## src/rtl/y86_pipe_pkg.sv

```systemverilog
// Shared Y86-64 pipeline encodings: icodes, ALU ops, condition codes,
// "no register" value and the NOP bubble contents of a pipeline register.
package y86_pipe_pkg;

    localparam logic [3:0] I_HALT   = 4'h0;
    localparam logic [3:0] I_NOP    = 4'h1;
    localparam logic [3:0] I_RRMOVQ = 4'h2;
    localparam logic [3:0] I_IRMOVQ = 4'h3;
    localparam logic [3:0] I_RMMOVQ = 4'h4;
    localparam logic [3:0] I_MRMOVQ = 4'h5;
    localparam logic [3:0] I_OPQ    = 4'h6;
    localparam logic [3:0] I_JXX    = 4'h7;
    localparam logic [3:0] I_CALL   = 4'h8;
    localparam logic [3:0] I_RET    = 4'h9;
    localparam logic [3:0] I_PUSHQ  = 4'hA;
    localparam logic [3:0] I_POPQ   = 4'hB;

    localparam logic [3:0] ALU_ADD  = 4'h0;
    localparam logic [3:0] ALU_SUB  = 4'h1;
    localparam logic [3:0] ALU_AND  = 4'h2;
    localparam logic [3:0] ALU_XOR  = 4'h3;

    localparam logic [3:0] C_YES    = 4'h0;
    localparam logic [3:0] C_LE     = 4'h1;
    localparam logic [3:0] C_L      = 4'h2;
    localparam logic [3:0] C_E      = 4'h3;
    localparam logic [3:0] C_NE     = 4'h4;
    localparam logic [3:0] C_GE     = 4'h5;
    localparam logic [3:0] C_G      = 4'h6;

    localparam logic [3:0] RNONE    = 4'hF;

    localparam logic [3:0] BUB_ICODE = I_NOP;
    localparam logic       BUB_CND   = 1'b0;
    localparam logic [3:0] BUB_DST   = RNONE;

    // cc is packed {ZF,SF,OF}
    function automatic logic cond_eval(input logic [3:0] fn, input logic [2:0] cc);
        logic zf, sf, of;
        zf = cc[2];
        sf = cc[1];
        of = cc[0];
        case (fn)
            C_YES:   cond_eval = 1'b1;
            C_LE:    cond_eval = (sf ^ of) | zf;
            C_L:     cond_eval = sf ^ of;
            C_E:     cond_eval = zf;
            C_NE:    cond_eval = ~zf;
            C_GE:    cond_eval = ~(sf ^ of);
            C_G:     cond_eval = ~(sf ^ of) & ~zf;
            default: cond_eval = 1'b0;
        endcase
    endfunction

endpackage

```

## src/rtl/y86_alu.sv

```systemverilog
// Combinational Y86-64 ALU: result = B op A, plus the flags a CC update would take.
module y86_alu
    import y86_pipe_pkg::*;
#(
    parameter int W = 64
) (
    input  logic [W-1:0] alu_a,
    input  logic [W-1:0] alu_b,
    input  logic [3:0]   alu_fun,
    output logic [W-1:0] result,
    output logic         zf,
    output logic         sf,
    output logic         of
);

    always_comb begin
        result = '0;
        of     = 1'b0;
        case (alu_fun)
            ALU_ADD: begin
                result = alu_b + alu_a;
                of     = (alu_a[W-1] == alu_b[W-1]) && (result[W-1] != alu_a[W-1]);
            end
            ALU_SUB: begin
                result = alu_b - alu_a;
                of     = (alu_a[W-1] != alu_b[W-1]) && (result[W-1] != alu_b[W-1]);
            end
            ALU_AND: result = alu_b & alu_a;
            ALU_XOR: result = alu_b ^ alu_a;
            default: result = '0;
        endcase
    end

    assign zf = (result == '0);
    assign sf = result[W-1];

endmodule

```

## src/rtl/exec_mreg_pipe.sv

```systemverilog
// Y86-64 execute stage with CC register and the M pipeline register.
// Optional counters enabled by defining EXEC_PERF_EN.
module exec_mreg_pipe
    import y86_pipe_pkg::*;
#(
    parameter int         W     = 64,
    parameter logic [3:0] RNONE = y86_pipe_pkg::RNONE
) (
    input  logic         clk,
    input  logic         rst,
    input  logic [3:0]   E_icode,
    input  logic [3:0]   E_ifun,
    input  logic [W-1:0] E_valA,
    input  logic [W-1:0] E_valB,
    input  logic [W-1:0] E_valC,
    input  logic [3:0]   E_dstE,
    input  logic [3:0]   E_dstM,
    input  logic         m_exc,
    input  logic         W_exc,
    input  logic         M_stall,
    input  logic         M_bubble,
    output logic [W-1:0] e_valE,
    output logic [3:0]   e_dstE,
    output logic         e_Cnd,
    output logic [3:0]   M_icode,
    output logic         M_Cnd,
    output logic [W-1:0] M_valE,
    output logic [W-1:0] M_valA,
    output logic [3:0]   M_dstE,
    output logic [3:0]   M_dstM,
`ifdef EXEC_PERF_EN
    output logic [31:0]  perf_opq,
    output logic [31:0]  perf_cmov_sq,
`endif
    output logic [2:0]   cc
);

    localparam logic [W-1:0] POS8 = W'(8);
    localparam logic [W-1:0] NEG8 = '0 - POS8;

    logic [W-1:0] alu_a;
    logic [W-1:0] alu_b;
    logic [3:0]   alu_fun;
    logic         new_zf, new_sf, new_of;
    logic         set_cc;

    logic [2:0]   cc_reg;
    logic [3:0]   m_icode_reg;
    logic         m_cnd_reg;
    logic [W-1:0] m_vale_reg;
    logic [W-1:0] m_vala_reg;
    logic [3:0]   m_dste_reg;
    logic [3:0]   m_dstm_reg;

    always_comb begin
        alu_a = '0;
        case (E_icode)
            I_RRMOVQ, I_OPQ:             alu_a = E_valA;
            I_IRMOVQ, I_RMMOVQ, I_MRMOVQ: alu_a = E_valC;
            I_CALL, I_PUSHQ:             alu_a = NEG8;
            I_RET, I_POPQ:               alu_a = POS8;
            default:                     alu_a = '0;
        endcase
    end

    always_comb begin
        alu_b = '0;
        case (E_icode)
            I_RMMOVQ, I_MRMOVQ, I_OPQ, I_CALL, I_RET, I_PUSHQ, I_POPQ: alu_b = E_valB;
            default:                                                 alu_b = '0;
        endcase
    end

    assign alu_fun = (E_icode == I_OPQ) ? E_ifun : ALU_ADD;

    y86_alu #(.W(W)) u_alu (
        .alu_a   (alu_a),
        .alu_b   (alu_b),
        .alu_fun (alu_fun),
        .result  (e_valE),
        .zf      (new_zf),
        .sf      (new_sf),
        .of      (new_of)
    );

    // Conditions look at the committed flags, never the ones being computed now.
    assign e_Cnd  = ((E_icode == I_JXX) || (E_icode == I_RRMOVQ)) ? cond_eval(E_ifun, cc_reg) : 1'b0;
    assign e_dstE = ((E_icode == I_RRMOVQ) && !e_Cnd) ? RNONE : E_dstE;
    assign set_cc = (E_icode == I_OPQ) && !m_exc && !W_exc && !rst;

    always_ff @(posedge clk) begin
        if (rst) begin
            cc_reg <= 3'b100;
        end else if (set_cc) begin
            cc_reg <= {new_zf, new_sf, new_of};
        end
    end

    always_ff @(posedge clk) begin
        if (rst) begin
            m_icode_reg <= BUB_ICODE;
            m_cnd_reg   <= BUB_CND;
            m_vale_reg  <= '0;
            m_vala_reg  <= '0;
            m_dste_reg  <= RNONE;
            m_dstm_reg  <= RNONE;
        end else if (!M_stall) begin
            if (M_bubble) begin
                m_icode_reg <= BUB_ICODE;
                m_cnd_reg   <= BUB_CND;
                m_vale_reg  <= '0;
                m_vala_reg  <= '0;
                m_dste_reg  <= RNONE;
                m_dstm_reg  <= RNONE;
            end else begin
                m_icode_reg <= E_icode;
                m_cnd_reg   <= e_Cnd;
                m_vale_reg  <= e_valE;
                m_vala_reg  <= E_valA;
                m_dste_reg  <= e_dstE;
                m_dstm_reg  <= E_dstM;
            end
        end
    end

`ifdef EXEC_PERF_EN
    logic [31:0] perf_opq_reg;
    logic [31:0] perf_cmov_sq_reg;
    logic        cmov_squash;

    assign cmov_squash = (E_icode == I_RRMOVQ) && !e_Cnd && (E_ifun != C_YES)
                         && !M_stall && !M_bubble;

    always_ff @(posedge clk) begin
        if (rst) begin
            perf_opq_reg     <= '0;
            perf_cmov_sq_reg <= '0;
        end else begin
            if (set_cc)
                perf_opq_reg <= perf_opq_reg + 32'd1;
            if (cmov_squash)
                perf_cmov_sq_reg <= perf_cmov_sq_reg + 32'd1;
        end
    end

    assign perf_opq     = perf_opq_reg;
    assign perf_cmov_sq = perf_cmov_sq_reg;
`endif

    assign cc      = cc_reg;
    assign M_icode = m_icode_reg;
    assign M_Cnd   = m_cnd_reg;
    assign M_valE  = m_vale_reg;
    assign M_valA  = m_vala_reg;
    assign M_dstE  = m_dste_reg;
    assign M_dstM  = m_dstm_reg;

endmodule

```

## config.mk

```make
export PLATFORM = sky130hd
export DESIGN_NAME = exec_mreg_pipe
export DESIGN_NICKNAME = d
export VERILOG_FILES = /design/src/rtl/y86_pipe_pkg.sv /design/src/rtl/y86_alu.sv /design/src/rtl/exec_mreg_pipe.sv
export SDC_FILE = /design/constraint.sdc
export NUM_CORES = 1
export LEC_CHECK = 0
export ABC_AREA = 1
export CORE_ASPECT_RATIO = 1.4
export CORE_UTILIZATION = 35
export DETAILED_ROUTE_END_ITERATION = 12
export SLEW_MARGIN = 20
export SYNTH_ARGS = -nofsm -noshare
export SYNTH_HDL_FRONTEND = slang
export SYNTH_SLANG_ARGS = --single-unit
```

## constraint.sdc

```tcl
create_clock -name clk -period 12 [get_ports clk]
set_input_delay 2.4 -clock clk [delete_from_list [all_inputs] [get_ports clk]]
set_output_delay 2.4 -clock clk [all_outputs]
set_load 0.01 [all_outputs]
```

==> flow_summary.ini, run 1 <==
[outcome]
result_of_the_run = finished, final reports clean

[route]
detail_route.first_pass.iterations = 6
drcViolationCount = 0
finalWirelength_um = 109000
dr_total_vias = 25491
wire_per_inst_um = 22.0
initialDrtViolationCount = 1941
detail_route.vias_per_cell = 5.16
antenna_left = 0

[hold_path]
timing.hold.worst.class = reg2reg

[synth]
post_synth_inst_count = 3877
post-synth-top-count-cell = nand2_1
synth_warnings = 0
synth.distinct_cells = 49
synthesized_area_per_cell_um2 = 5.20
async_flop_share_pct = 0
cell_types_with_the_highest_counts_after_synthesis = 1381 x nand2_1, 786 x inv_1, 369 x nor2_1
synth.ff_latch_count = 144
synthDominantAreaCellType = nand2_1
synth.top_cell.area_share_pct = 25.7
synth-edff-count = 0
synth.cell_area_mm2 = 0.0202
synth-main-ff-cell = dfxtp_1
number_of_nets_in_the_synthesized_netlist = 4229
yosysSeqAreaShare_pct = 14.3
synth.area.top_cells = nand2_1 26%, inv_1 15%, dfxtp_1 14%

[clocking]
source_to_sink_clock_delay_at_the_later_pin_of_the_worst_skew_pair_ps = 480
ctsResizeCount = 0
htree_num_levels = 4
clock_tree.root_cell = clkbuf_16
cts_buffer_depth = 2
cts_hold_fix_bufs = 0
numCtsBuffers = 17
tritoncts_num_sinks = 144
cts_setup_buffers = 0
clock_tree_from_tritoncts = done
clock_transition_at_path_regs_ps = 70

[sta]
final.setup_skew_ps = 5.59
maxSlewViolCount = 0
grt_setup_unrepaired = false
fin_setup_tns_ps = 0
period_needed_ps = 10390
timing_limited_maximum_frequency_mhz = 96.2
worst_hold_slack_ps = 463
timing_worst_slew_pin_value_ps = 957
post-route-worst-setup-slack_ps = 1610
fin_crit_sh_pct = 86.6
max-slew-margin-rel_pct = 36.2
setup_viol_count_final = 0
number_of_hold_slack_violations_in_the_final_timing_report = 0

[grt]
first_global_vias = 24529
grt_use_total_pct = 36.6
global_route.overflow_total = 0
grt_first_pass_wirelength_um = 156000
grt_antenna_before_repair = 2
maximum_number_of_pins_on_one_net_before_global_route_repair = 77

[floorplan]
die_w_um = 205
num_io_pins = 427
core_mm2 = 0.0567
row_count = 103
die_area_mm2 = 0.0586
initial_utilization_pct = 35.6
die_y_um = 286

[power_and_ir_drop]
total_power_mw = 2.36
peakVddDrop_v = 0.000107
power.leakage_nw = 13.3
power.density_mw_per_mm2 = 92.8

[critical_path]
start_to_end_type_of_the_worst_setup_path = in2out
critPathSlowestCell = clkinv_1
path_cells = clkdlybuf4s50_1, buf_4, inv_1, nor2_1, nand2_1, clkinv_1, buf_4, a221oi_1, ha_1, nand2_2, nor2_1, inv_1, nor2_1, nand2_1, o21ai_0, inv_1, a21oi_1, nor2_1, nor2_1, inv_1, clkdlybuf4s50_1
crit_path_frequent_cell = nor2_1
crit_path_start_kind = input port
crit_arrival_ps = 7990
critPathMaxFanout = 31
critPathCaptureType = output port
max_stage_delay_ps = 630
critical_path_required_ps = 9600

[finish]
synthToLayoutAreaGrowth_pct = 25.9
postLayoutCoreUtil_pct = 44.8
finalNonFillerCells = 4943
stdcell_area_mm2 = 0.0254
fin_nets = 4546
fill_cells = 6523
drive_above_1_share_pct = 2.81

[place]
place_congestion = 1.06
cell_count_after_placement = 4910
post-dp-hpwl_um = 92300
portBuffers = 426
place_worst_setup_slack_ps = 1770
placed_area_mm2 = 0.0248

[job]
cap_violations = 0
[cell families after synthesis]
group | synth area share, %
simple gates | 44.8
buf+inv | 18.5
compound gates | 13.6
flops | 14.3
fa+ha+maj | 8.63
xor+xnor | 0.174
[layout make-up]
cell class	count	area [um^2]	area share, %
Antenna cell	2	5.00	0.0197
Clock buffer	19	453	1.78
Clock inverter	12	159	0.626
Inverter	798	3000	11.8
Multi-Input combinational cell	2790	13600	53.5
Sequential cell	144	2880	11.3
Tap cell	735	920	3.62
Timing Repair Buffer	443	4400	17.3
[worst paths after layout]
path / startpoint / to / slack, ps / cells past startpoint
worst max-delay path: E_icode[3] / e_valE[55] / 1610 / 21
worst min-delay path: M_valE[4] / M_valE[4] / 460 / 2
worst max register to register: cc[0] / M_dstE[3] / 10460 / 8
worst min register to register: M_valE[4] / M_valE[4] / 460 / 2
[routing by layer]
metal,track usage [%],vias to the layer above,wire [um]
met1,36.1,11496,38000
li1,-,12598,-
met2,66.7,1015,55000
met4,33.7,0,11200
met5,0,-,0
met3,3.80,382,4690
[placed cells by master (no fill, tap or decap), types with 3 or more instances in the layout]
cell | netlist | final
nand2_1 | 1381 | 1381
inv_1 | 786 | 786
clkdlybuf4s50_1 | 0 | 424
nor2_1 | 369 | 367
nand3_1 | 285 | 285
a21oi_1 | 260 | 259
dfxtp_1 | 144 | 144
ha_1 | 136 | 136
o22ai_1 | 65 | 65
a221oi_1 | 60 | 60
o21ai_0 | 57 | 57
nand4_1 | 31 | 31
nand3b_1 | 25 | 25
nor3_1 | 23 | 23
buf_4 | 21 | 18
clkbuf_16 | 0 | 17
o21bai_1 | 15 | 15
nand3_2 | 14 | 14
inv_2 | 10 | 10
nor2_2 | 9 | 9
nand2_2 | 8 | 8
nor2_4 | 5 | 7
nand3b_2 | 5 | 5
or2_2 | 4 | 4
nor4_1 | 4 | 4
nor3_2 | 4 | 4
clkinv_2 | 1 | 3
and2_1 | 3 | 3
xor2_1 | 3 | 3
o211ai_1 | 3 | 3
bufinv_16 | 0 | 3
clkinv_4 | 0 | 3
[where the power goes]
part / switching [mW] / internal [mW] / total, mW
sequential: 0.0107 / 0.500 / 0.510
clock: 0.240 / 0.337 / 0.577
combinational: 0.845 / 0.424 / 1.27
[critical path: cells and delay by family]
| kind | cells | cell delay, ps |
|---|---|---|
| and+or+nand+nor | 8 | 1400 |
| buffers and inverters | 9 | 2660 |
| AOI/OAI and AO/OA | 3 | 1010 |
| adders and majority gates | 1 | 510 |
(Power assumes the default switching activity.)
==> run 2: changes to the inputs <==
- CORE_UTILIZATION: 35 -> 40
- GPL_ROUTABILITY_DRIVEN: unset -> 0
- PLACE_DENSITY: unset -> 0.65
- SKIP_CTS_REPAIR_TIMING: unset -> 1
==> run 2 against run 1 <==
Fmax decreased by 4.9%. Sequential share of layout area grew 0.064 points. Flip-flop and latch count unchanged. Non-clock buffer count is the same. First-iteration DRC count increased by 37%. Critical path type unchanged. Critical endpoint is now e_valE[60]. Largest cell class unchanged.
==> flow_summary.ini, run 2 (synthesis results as in run 1) <==
[outcome]
result_of_the_run = finished, final reports clean

[sta]
setup_viol_count_final = 0
grt_setup_unrepaired = false
maxSlewViolCount = 0
period_needed_ps = 10920
fin_crit_sh_pct = 91.0
fin_setup_tns_ps = 0
timing_limited_maximum_frequency_mhz = 91.5
worst_hold_slack_ps = 460
final.setup_skew_ps = 3.81
max-slew-margin-rel_pct = 10.0
number_of_hold_slack_violations_in_the_final_timing_report = 0
timing_worst_slew_pin_value_ps = 1340
post-route-worst-setup-slack_ps = 1080

[clocking]
cts_buffer_depth = 2
tritoncts_num_sinks = 144
clock_tree.root_cell = clkbuf_16
clock_tree_from_tritoncts = done
numCtsBuffers = 17
clock_transition_at_path_regs_ps = 80
source_to_sink_clock_delay_at_the_later_pin_of_the_worst_skew_pair_ps = 460
htree_num_levels = 4

[place]
cell_count_after_placement = 4818
post-dp-hpwl_um = 82200
portBuffers = 426
place_worst_setup_slack_ps = 1890
placed_area_mm2 = 0.0247

[floorplan]
core_mm2 = 0.0499
die_area_mm2 = 0.0514
initial_utilization_pct = 40.5
row_count = 97
num_io_pins = 427
die_y_um = 268
die_w_um = 192

[finish]
final_common_cell = nand2_1
fin_nets = 4546
postLayoutCoreUtil_pct = 50.6
drive_above_1_share_pct = 2.83
most-common-layout-cells = 1381 x nand2_1, 786 x inv_1, 424 x clkdlybuf4s50_1
finalNonFillerCells = 4853
synthToLayoutAreaGrowth_pct = 25.2
stdcell_area_mm2 = 0.0253

[critical_path]
r2r.worst_path.cells = 8
crit_buf_inv = 5
critPathSlowestCell = nor3_1
critical_path_required_ps = 9600
timing.critical_path.max_delay_family = simple AND/OR/NAND/NOR gates
path_cells = clkdlybuf4s50_1, inv_1, nor2_1, nand2_1, clkinv_1, buf_4, a221oi_1, ha_1, nand2_1, nor2_1, nand2_1, nor3_1, nand2_1, nand3b_1, nand3_1, nand3_1, clkdlybuf4s50_1
crit_arrival_ps = 8520
critPathMaxFanout = 60
critPathCaptureType = output port
crit_path_frequent_cell = nand2_1
critical_path_depth = 17
start_to_end_type_of_the_worst_setup_path = in2out
crit_path_start_kind = input port
max_stage_delay_ps = 1090

[grt]
maximum_number_of_pins_on_one_net_before_global_route_repair = 75
first_global_vias = 24026
grt_first_pass_wirelength_um = 148000
grt_use_total_pct = 39.3
global_route.overflow_total = 0
grt_antenna_before_repair = 5

[route]
dr_total_vias = 25687
detail_route.first_pass.iterations = 8
detail_route.vias_per_cell = 5.29
finalWirelength_um = 101000
drcViolationCount = 0
wire_per_inst_um = 20.9
antenna_left = 0
initialDrtViolationCount = 2653

[power_and_ir_drop]
power.leakage_nw = 13.3
total_power_mw = 2.32
power.density_mw_per_mm2 = 91.7
peakVddDrop_v = 0.000111

[hold_path]
timing.hold.worst.class = reg2reg
holdPathStages = 2

[job]
cap_violations = 0
## run 2: cell types whose count changed in the layout (fill, tap and decap cells not counted), sizes merged
cell      delta
bufinv       -2
clkinvlp     +2
inv          +2
clkinv       -1
diode        +1
## run 2: worst paths after layout
path,startpoint,to,slack (ps)
min reg2reg,M_valE[59],M_valE[59],460
max reg2reg,cc[1],M_dstE[0],10460
max,E_icode[3],e_valE[60],1080
min,M_valE[59],M_valE[59],460
## run 2: layer usage
metal | vias to the layer above | share of wire [%] | GRT usage, % | wire, um
met4 | 6 | 10 | 35.2 | 10300
li1 | 12588 | - | - | -
met2 | 1240 | 49 | 68.2 | 49500
met5 | - | 0.083 | 0.385 | 84
met1 | 11408 | 34 | 39.5 | 34200
met3 | 445 | 7.2 | 7.98 | 7350
## run 2: worst reg2reg max path, cell delays in order, from the launching register on
cell     delay [ps]
dfxtp_1         340
xnor2_1         230
o22ai_1         110
nand2_1          80
nand3_1         100
nand2_1         180
nand2_1         100
o21ai_0         220
nand2_1          70
## run 2: cell type report
class                           instances  area, um^2
Antenna cell                            3        7.51
Clock buffer                           19         453
Clock inverter                         13         129
Fill cell                            5600       24600
Inverter                              798        3000
Multi-Input combinational cell       2790       13600
Sequential cell                       144        2880
Tap cell                              643         805
Timing Repair Buffer                  443        4400
## run 2: where the power goes
group	internal, mW	switching, mW
registers	0.500	0.0108
logic	0.424	0.830
clock network	0.300	0.251
==> run 3: changes to the inputs <==
- CORE_ASPECT_RATIO: 1.4 -> 0.7
==> run 3 against run 2 <==
Routed wire length decreased by 3.1%. Clock power decreased by 2%. Flip-flop and latch count unchanged. Hold slack improved by 1.2 ps. Critical path type unchanged.
==> flow_summary.ini, run 3 (synthesis results as in run 1) <==
[place]
post-dp-hpwl_um = 82300
portBuffers = 426

[route]
finalWirelength_um = 98400
detail_route.first_pass.iterations = 7
antenna_left = 0
detail_route.vias_per_cell = 5.40
dr_total_vias = 26267
drcViolationCount = 0
initialDrtViolationCount = 4109
wire_per_inst_um = 20.2

[hold_path]
holdPathStages = 2
min_from = M_valE[59]
hold_end = M_valE[59]
timing.hold.worst.class = reg2reg

[grt]
grt_first_pass_wirelength_um = 143000
first_global_vias = 23018
maximum_number_of_pins_on_one_net_before_global_route_repair = 74
grt_antenna_before_repair = 0
global_route.overflow_total = 0
grt_use_total_pct = 36.9

[clocking]
clock_tree_from_tritoncts = done
clock_tree.root_cell = clkbuf_16
clock_transition_at_path_regs_ps = 80
tritoncts_num_sinks = 144
htree_num_levels = 4
numCtsBuffers = 17
source_to_sink_clock_delay_at_the_later_pin_of_the_worst_skew_pair_ps = 460
cts_buffer_depth = 2

[critical_path]
worst_reg2reg_setup_slack_ps = 10330
critPathMaxFanout = 60
timing.rr.start = cc[0]
critPathCaptureType = output port
crit_path_start_kind = input port
start_to_end_type_of_the_worst_setup_path = in2out
critical_path.reg2reg.endpoint = M_Cnd
crit_arrival_ps = 7960
critical_path_required_ps = 9600
r2r.worst_path.cells = 7

[finish]
antenna_cells_inserted = 0
fill_cells = 5504
fin_nets = 4540
final_common_cell = nand2_1
most-common-layout-cells = 1381 x nand2_1, 786 x inv_1, 424 x clkdlybuf4s50_1
drive_above_1_share_pct = 2.67
synthToLayoutAreaGrowth_pct = 24.9

[sta]
grt_setup_unrepaired = false
setup_viol_count_final = 0
timing_worst_slew_pin_value_ps = 1160
maxSlewViolCount = 0
period_needed_ps = 10360
number_of_hold_slack_violations_in_the_final_timing_report = 0
fin_crit_sh_pct = 86.3
timing_limited_maximum_frequency_mhz = 96.6
max-slew-margin-rel_pct = 22.8
fin_setup_tns_ps = 0
final.setup_skew_ps = 8.70

[floorplan]
die_area_mm2 = 0.0514
num_io_pins = 427
die_y_um = 190
die_w_um = 270
core_mm2 = 0.0495
initial_utilization_pct = 40.8
row_count = 68

[power_and_ir_drop]
peakVddDrop_v = 0.0000816
power.density_mw_per_mm2 = 91.8
total_power_mw = 2.31
power.leakage_nw = 13.3

[outcome]
result_of_the_run = finished, final reports clean

[job]
cap_violations = 0
==> run 3: cell types whose count changed in the layout (fill, tap and decap cells not counted), sizes merged <==
cell / change
clkinv: +2
diode: -3
clkinvlp: -2
buf: -6
==> run 3: layer usage <==
layer	part of all wire (%)	up-vias	routed length [um]	GRT usage, %
met5	0.067	-	66	0
met4	1.8	2	1770	6.89
met3	17	123	16300	16.0
met2	36	1725	35500	47.8
met1	46	11825	44800	54.9
li1	-	12592	-	-
==> run 3: how the worst max path moves through the flow <==
stage,start,endpoint,slack [ps],cells past startpoint
after floorplan,E_icode[0],e_valE[63],4370,23
after global placement,E_icode[3],e_valE[39],2040,19
after detailed placement,E_icode[3],e_valE[55],2030,21
after CTS,E_icode[3],e_valE[55],2000,21
after global routing,E_icode[3],e_valE[55],1420,21
final,E_icode[3],e_valE[39],1640,24
==> run 3: power by group <==
part / switching (mW) / total (mW) / internal (mW) / leakage (nW)
clock network: 0.248 / 0.542 / 0.294 / 0.275
logic: 0.838 / 1.26 / 0.423 / 11.8
registers: 0.0114 / 0.511 / 0.500 / 1.17
total: 1.10 / 2.31 / 1.22 / 13.3
==> run 3: stage by stage <==
stage,cells,util (%),hold slack (ps),cell area [um^2],setup slack [ps]
5_1_grt,4866,50.9,480,25200,1420
3_5_place_dp,4834,49.8,450,24600,2030
6_report,4866,50.9,461,25200,1640
2_1_floorplan,3877,-,481,20200,4370
4_1_cts,4866,50.9,462,25200,2000
3_3_place_gp,4834,49.8,445,24600,2040
==> run 3: worst max-delay path: stages <==
cell             delay [ps]
clkdlybuf4s50_1         790
inv_1                   140
nor2_1                  440
nand2_1                 110
clkinv_1                 70
buf_4                   470
a221oi_1                190
ha_1                    630
inv_1                   200
nand2_1                 100
nand2_1                 120
inv_1                    80
nand2_1                  70
inv_1                    50
nand2_1                  90
inv_1                    90
nand3_1                 180
a21oi_1                 410
nand2_1                 180
nand2_1                 110
nor2_1                   50
nor2_1                  310
inv_1                   110
clkdlybuf4s50_1         510
==> run 3: cell type report <==
cell class | instances | area [um^2] | area share [%]
well taps | 665 | 832 | 3.30
clock inverters | 13 | 129 | 0.511
inverters | 798 | 3000 | 11.9
multi-input cells | 2790 | 13600 | 53.9
flip-flops and latches | 144 | 2880 | 11.4
clock buffers | 19 | 443 | 1.76
repair buffers | 437 | 4340 | 17.2
